**config.mk**
```make
export PLATFORM = sky130hd
export DESIGN_NAME = regfile_mp
export DESIGN_NICKNAME = d
export VERILOG_FILES = /design/src/rtl/regfile_mp.sv
export SDC_FILE = /design/constraint.sdc
export NUM_CORES = 2
export LEC_CHECK = 0
export CAP_MARGIN = 20
export CORE_ASPECT_RATIO = 1.25
export CORE_UTILIZATION = 35
export DETAILED_ROUTE_END_ITERATION = 7
export GPL_TIMING_DRIVEN = 0
export MAX_ROUTING_LAYER = met4
export PLACE_DENSITY = 0.62
export SLEW_MARGIN = 40
export SYNTH_ARGS = -nofsm -noshare
export SYNTH_HDL_FRONTEND = slang
export SYNTH_SLANG_ARGS = --single-unit
```
**constraint.sdc**
```tcl
create_clock -name clk -period 6.7 [get_ports clk]
set_input_delay 1.34 -clock clk [delete_from_list [all_inputs] [get_ports clk]]
set_output_delay 1.34 -clock clk [all_outputs]
set_load 0.005 [all_outputs]
```
**src/rtl/regfile_mp.sv**
```systemverilog
// regfile_mp: parametrised multi-port register file with a sequential clear
// engine. Storage has no reset; after reset (or clear_req) the clear engine
// walks every entry writing zero, and the file reports ready once done.
module regfile_mp #(
  parameter int XLEN     = 32,
  parameter int NREGS    = 32,
  parameter int NRD      = 2,
  parameter int NWR      = 2,
  parameter int ZERO_REG = 1,
  parameter int BYPASS   = 1,
  parameter int AW       = $clog2(NREGS)
) (
  input  logic                clk,
  input  logic                rst_n,
  input  logic                clear_req,
  output logic                ready,
  input  logic [NWR-1:0]      we,
  input  logic [NWR*AW-1:0]   wa,
  input  logic [NWR*XLEN-1:0] wd,
  input  logic [NRD*AW-1:0]   ra,
  output logic [NRD*XLEN-1:0] rd
);

  typedef enum logic {ST_CLEAR = 1'b0, ST_RUN = 1'b1} state_e;

  state_e          state_q, state_d;
  logic [AW-1:0]   idx_q, idx_d;
  logic            ready_q, ready_d;

  logic [XLEN-1:0] rf_q [NREGS];
  logic [NREGS-1:0] rf_we;
  logic [XLEN-1:0] rf_wd [NREGS];

  logic            wr_open;
  logic [AW-1:0]   rd_addr;
  logic [XLEN-1:0] rd_val;

  // An address is usable when it names a real register and is not the
  // hardwired zero register.
  function automatic logic addr_ok(input logic [AW-1:0] a);
    addr_ok = (32'(a) < 32'(NREGS)) && !((ZERO_REG != 0) && (a == '0));
  endfunction

  // Writes only land in RUN and never in the cycle a clear is requested.
  assign wr_open = (state_q == ST_RUN) && !clear_req;
  assign ready   = ready_q;

  // Next-state logic: walk the clear index to the last register, then run
  // until a clear is requested.
  always_comb begin
    state_d = state_q;
    idx_d   = idx_q;
    ready_d = ready_q;
    case (state_q)
      ST_CLEAR: begin
        if (32'(idx_q) == 32'(NREGS - 1)) begin
          state_d = ST_RUN;
          idx_d   = '0;
          ready_d = 1'b1;
        end else begin
          idx_d = idx_q + 1'b1;
        end
      end
      ST_RUN: begin
        if (clear_req) begin
          state_d = ST_CLEAR;
          idx_d   = '0;
          ready_d = 1'b0;
        end
      end
      default: begin
        state_d = ST_CLEAR;
        idx_d   = '0;
        ready_d = 1'b0;
      end
    endcase
  end

  // Control registers; reset restarts the clear sequence from entry 0.
  always_ff @(posedge clk or negedge rst_n) begin
    if (!rst_n) begin
      state_q <= ST_CLEAR;
      idx_q   <= '0;
      ready_q <= 1'b0;
    end else begin
      state_q <= state_d;
      idx_q   <= idx_d;
      ready_q <= ready_d;
    end
  end

  // Per-register write decode; ports are scanned low to high so the
  // highest-numbered port wins a same-address conflict.
  always_comb begin
    for (int r = 0; r < NREGS; r++) begin
      rf_we[r] = 1'b0;
      rf_wd[r] = '0;
    end
    if (state_q == ST_CLEAR) begin
      for (int r = 0; r < NREGS; r++) begin
        if (32'(idx_q) == 32'(r)) rf_we[r] = 1'b1;
      end
    end else if (wr_open) begin
      for (int i = 0; i < NWR; i++) begin
        if (we[i] && addr_ok(wa[i*AW +: AW])) begin
          for (int r = 0; r < NREGS; r++) begin
            if (32'(wa[i*AW +: AW]) == 32'(r)) begin
              rf_we[r] = 1'b1;
              rf_wd[r] = wd[i*XLEN +: XLEN];
            end
          end
        end
      end
    end
  end

  // Storage array: no reset, contents come from the clear engine.
  always_ff @(posedge clk) begin
    for (int r = 0; r < NREGS; r++) begin
      if (rf_we[r]) rf_q[r] <= rf_wd[r];
    end
  end

  // Combinational read lanes with optional same-cycle bypass; everything
  // reads zero while the clear engine is active.
  always_comb begin
    rd      = '0;
    rd_addr = '0;
    rd_val  = '0;
    if (state_q == ST_RUN) begin
      for (int j = 0; j < NRD; j++) begin
        rd_addr = ra[j*AW +: AW];
        rd_val  = '0;
        if (addr_ok(rd_addr)) begin
          rd_val = rf_q[rd_addr];
          if ((BYPASS != 0) && wr_open) begin
            for (int i = 0; i < NWR; i++) begin
              if (we[i] && addr_ok(wa[i*AW +: AW]) && (wa[i*AW +: AW] == rd_addr))
                rd_val = wd[i*XLEN +: XLEN];
            end
          end
        end
        rd[j*XLEN +: XLEN] = rd_val;
      end
    end
  end

endmodule
```
==> impl_metrics.json <==
{
  "worst-endpoint-arrival_ns": 5.55,
  "fp.dieW_um": 386,
  "global_placer_s_final_weighted_congestion": 1.12,
  "synth.area.mux_share": 0.202,
  "timing.critical_path.from_type": "input port",
  "worst_path_setup_slack_after_routing_ns": -0.188,
  "worst_setup_path_end_kind": "output port",
  "area_fraction_in_compound_gates_after_synthesis": 0.125,
  "rsz_0062_raised_after_global_routing": "no",
  "ys.warnings.count": 0,
  "share_of_layout_cells_above_drive_strength_1": 0.195,
  "synthesis.area_sq_um": 64500,
  "detailed_place_hpwl_um": 372000,
  "worstReg2RegStart": "state_q",
  "synth_simple_gate_area_share": 0.139,
  "globalRoute.totalOverflow": 0,
  "final.min_clock_period_ns": 6.89,
  "flow.area_growth_from_synthesis_pct": 17.8,
  "clock-root-buffer": "clkbuf_16",
  "netlist_top_cells_count": "2057 x nand2_1, 1024 x edfxtp_1, 1015 x a21oi_1, 558 x clkbuf_1, 507 x mux4_2",
  "synth.distinct_cells": 59,
  "timing.final.crit_share": 1.03,
  "avgViaCountPerCell": 6.87,
  "synth-adder-area-share": 0.00116,
  "totalNegativeSetupSlack_ns": -2.25,
  "placedInstanceArea_sq_um": 71400,
  "synth_async_sr_flop_share": 0.00679,
  "tightestPinTransition_ns": 1.02,
  "seqCellArea_sq_um": 30900,
  "multi_input_area_sq_um": 31500,
  "synth_area_leader_cell": "edfxtp_1",
  "route.antenna.remaining_nets": 0,
  "slew-limit-headroom": 0.320,
  "synth.ff_latch_count": 1031,
  "number_of_buffers_added_to_fix_hold_violations_after_cts": 0,
  "drtIter0Drc": 12295,
  "hold_path_end": "ready",
  "post_synth_xor_area_fraction": 0.00299,
  "grt_start_max_net_pins": 19,
  "final_cell_count_no_fill": 9209,
  "power.share.combinational": 0.260,
  "internal-power_mw": 12.8,
  "worstSetupPathType": "input port to output port",
  "max_cap_violations": 0,
  "max_freq_mhz": 145,
  "clock_transition_at_the_registers_of_the_reported_paths_ns": 0.06,
  "synth_top_family_by_area": "multiplexers",
  "routed_wl_um": 473000,
  "wire_per_inst_um": 51.4,
  "cts_tree": "done",
  "layout.filler_cells": 17620,
  "cts-buffers-inserted": 116,
  "groute.usage.overall": 0.518,
  "setup_viol": 29,
  "worstPathRequired_ns": 5.36,
  "netlist.area_leader.share": 0.477,
  "ys_dominant_reg_cell": "edfxtp_1",
  "floorplan.initialDensity": 0.354,
  "worst_r2r_path_depth": 10,
  "clk_sink_count": 1031,
  "synth_enable_flop_cells": 1024,
  "power_density_nw_per_um2": 263,
  "dieArea_sq_um": 186000,
  "synth.avg_cell_area_sq_um": 10.3,
  "placed_cells_incl_taps": 8894,
  "num_io_pins": 154,
  "crit-reg2reg-capture": "rf_q[21][4]",
  "min_path_cells": 1,
  "final_max_slew_viol_count": 0,
  "core_sq_um": 182000,
  "synth.area.top_cells": "edfxtp_1 48%, mux4_2 18%, nand2_1 12%",
  "core.rowCount": 175,
  "first_pass_grt_wire_length_um": 596000,
  "failed_checks": "setup timing",
  "total_vias_in_the_final_route": 63234,
  "drc": 0,
  "total_switching_power_mw": 7.15,
  "critical_path_peak_fanout": 10,
  "peakVddDrop_uv": 224,
  "power.leakage_nw": 26.3,
  "placement.io_buffers": 75,
  "post-route-cell-area_sq_um": 76000,
  "sequential_fraction_of_design_power": 0.409,
  "worstHoldPathType": "flop to flop",
  "synth.yosys.seq_area_share": 0.479,
  "first_global_vias": 57640,
  "netSwitchingFraction": 0.358,
  "drt_first_pass_iters": 8,
  "insertion_delay_ns": 0.84,
  "netlist_instances": 6285,
  "synthMostInstantiatedCell": "nand2_1",
  "cts_buffer_depth": 3,
  "number_of_antenna_violations_at_the_first_check_in_global_routing": 64,
  "dieHeight_um": 482,
  "r2r_setup_slack_ns": 2.51,
  "finalNetCount": 6724,
  "worst_setup_skew_after_layout_ns": 0.0565,
  "run_status": "complete, but fails checks",
  "worst_setup_path_startpoint": "ra[3]",
  "cts_max_level": 3,
  "clockPowerShare": 0.332,
  "post_route_total_power_mw": 20.0,
  "min-delay-start": "ready",
  "finalHoldViolCount": 0
}
-- critical path: stages --
cell and delay (ns):
clkdlybuf4s50_1 0.59, clkbuf_2 0.57, clkbuf_4 0.70, o221ai_2 0.49, a21oi_2 0.57, nor2_1 0.10, a311oi_1 0.42, o32ai_1 0.15
clkdlybuf4s50_1 0.56
-- registers in the layout, summed over array words and instances, names as in the netlist --
signal / cells
idx_q: 5
state_q: 1
rf_q: 1024
ready: 1
-- cells by family after synthesis --
kind of cell	count (synthesis)
other cells	1
simple gates	2337
buf+inv	785
compound gates	1438
xor+xnor	22
fa+ha+maj	6
flops	1031
mux	665
-- worst max path at each step --
stage                   to
3_3_place_gp   rf_q[22][9]
4_1_cts             rd[47]
2_1_floorplan       rd[32]
3_5_place_dp        rd[55]
5_1_grt             rd[51]
6_report            rd[25]
-- metrics by stage --
stage	utilization	worst slack (ns)	hold slack [ns]
after floorplan	-	2.30	0.501
after global placement	0.375	-3.30	0.505
after detailed placement	0.391	-1.09	0.517
after CTS	0.414	-0.134	0.531
after global routing	0.416	0.00295	0.555
final	0.416	-0.188	0.527
-- area by class of cell --
cell class,instances,area share
multi-input combinational,4500,0.414
sequential,1031,0.407
buffer,772,0.0483
clock buffer,139,0.0394
tap,2389,0.0394
timing repair buffer,196,0.0384
clock inverter,70,0.00921
antenna,100,0.00329
inverter,12,0.000609
-- cells in the final DEF, fill, tap and decap left out, drive strengths merged, types with 13 or more instances in the layout --
| master | Yosys | layout |
|---|---|---|
| xnor2 | 15 | 15 |
| buf | 214 | 322 |
| mux2i | 156 | 156 |
| inv | 11 | 14 |
| a211oi | 47 | 47 |
| nor2 | 183 | 183 |
| clkdlybuf4s50 | 0 | 74 |
| nand3 | 22 | 22 |
| a22oi | 39 | 39 |
| a22o | 13 | 13 |
| edfxtp | 1024 | 1024 |
| nand2 | 2058 | 2058 |
| clkinv | 1 | 55 |
| o22ai | 83 | 83 |
| clkbuf | 559 | 710 |
| conb | 1 | 32 |
| o221ai | 33 | 33 |
| mux4 | 507 | 507 |
| o31ai | 25 | 25 |
| o32ai | 23 | 23 |
| o21ai | 99 | 99 |
| a21oi | 1016 | 1016 |
| diode | 0 | 100 |
| nor3 | 31 | 31 |
| a221o | 13 | 13 |
-- what timing repair did --
action	CTS	global route
resized for setup	70	34
endpoints found under the setup margin	56	27
buffers inserted	2	3
pin swaps	3	2
hold endpoints to repair	0	0
-- power groups by stage --
| stage | clock [mW] | combinational (mW) | sequential, mW |
|---|---|---|---|
| floorplan | 0 | 1.95 | 8.18 |
| global placement | 0 | 4.34 | 8.42 |
| detailed placement | 0 | 4.82 | 8.27 |
| CTS | 6.55 | 4.87 | 8.14 |
| global route | 6.74 | 5.02 | 8.20 |
| finish | 6.62 | 5.18 | 8.16 |
-- routing by layer --
metal | track usage | part of all wire | vias up
li1 | - | - | 23697
met1 | 0.576 | 0.33 | 31806
met2 | 0.721 | 0.42 | 6140
met3 | 0.128 | 0.11 | 1591
met4 | 0.569 | 0.14 | 0
met5 | - | 0 | -
(Power assumes the default switching activity.)
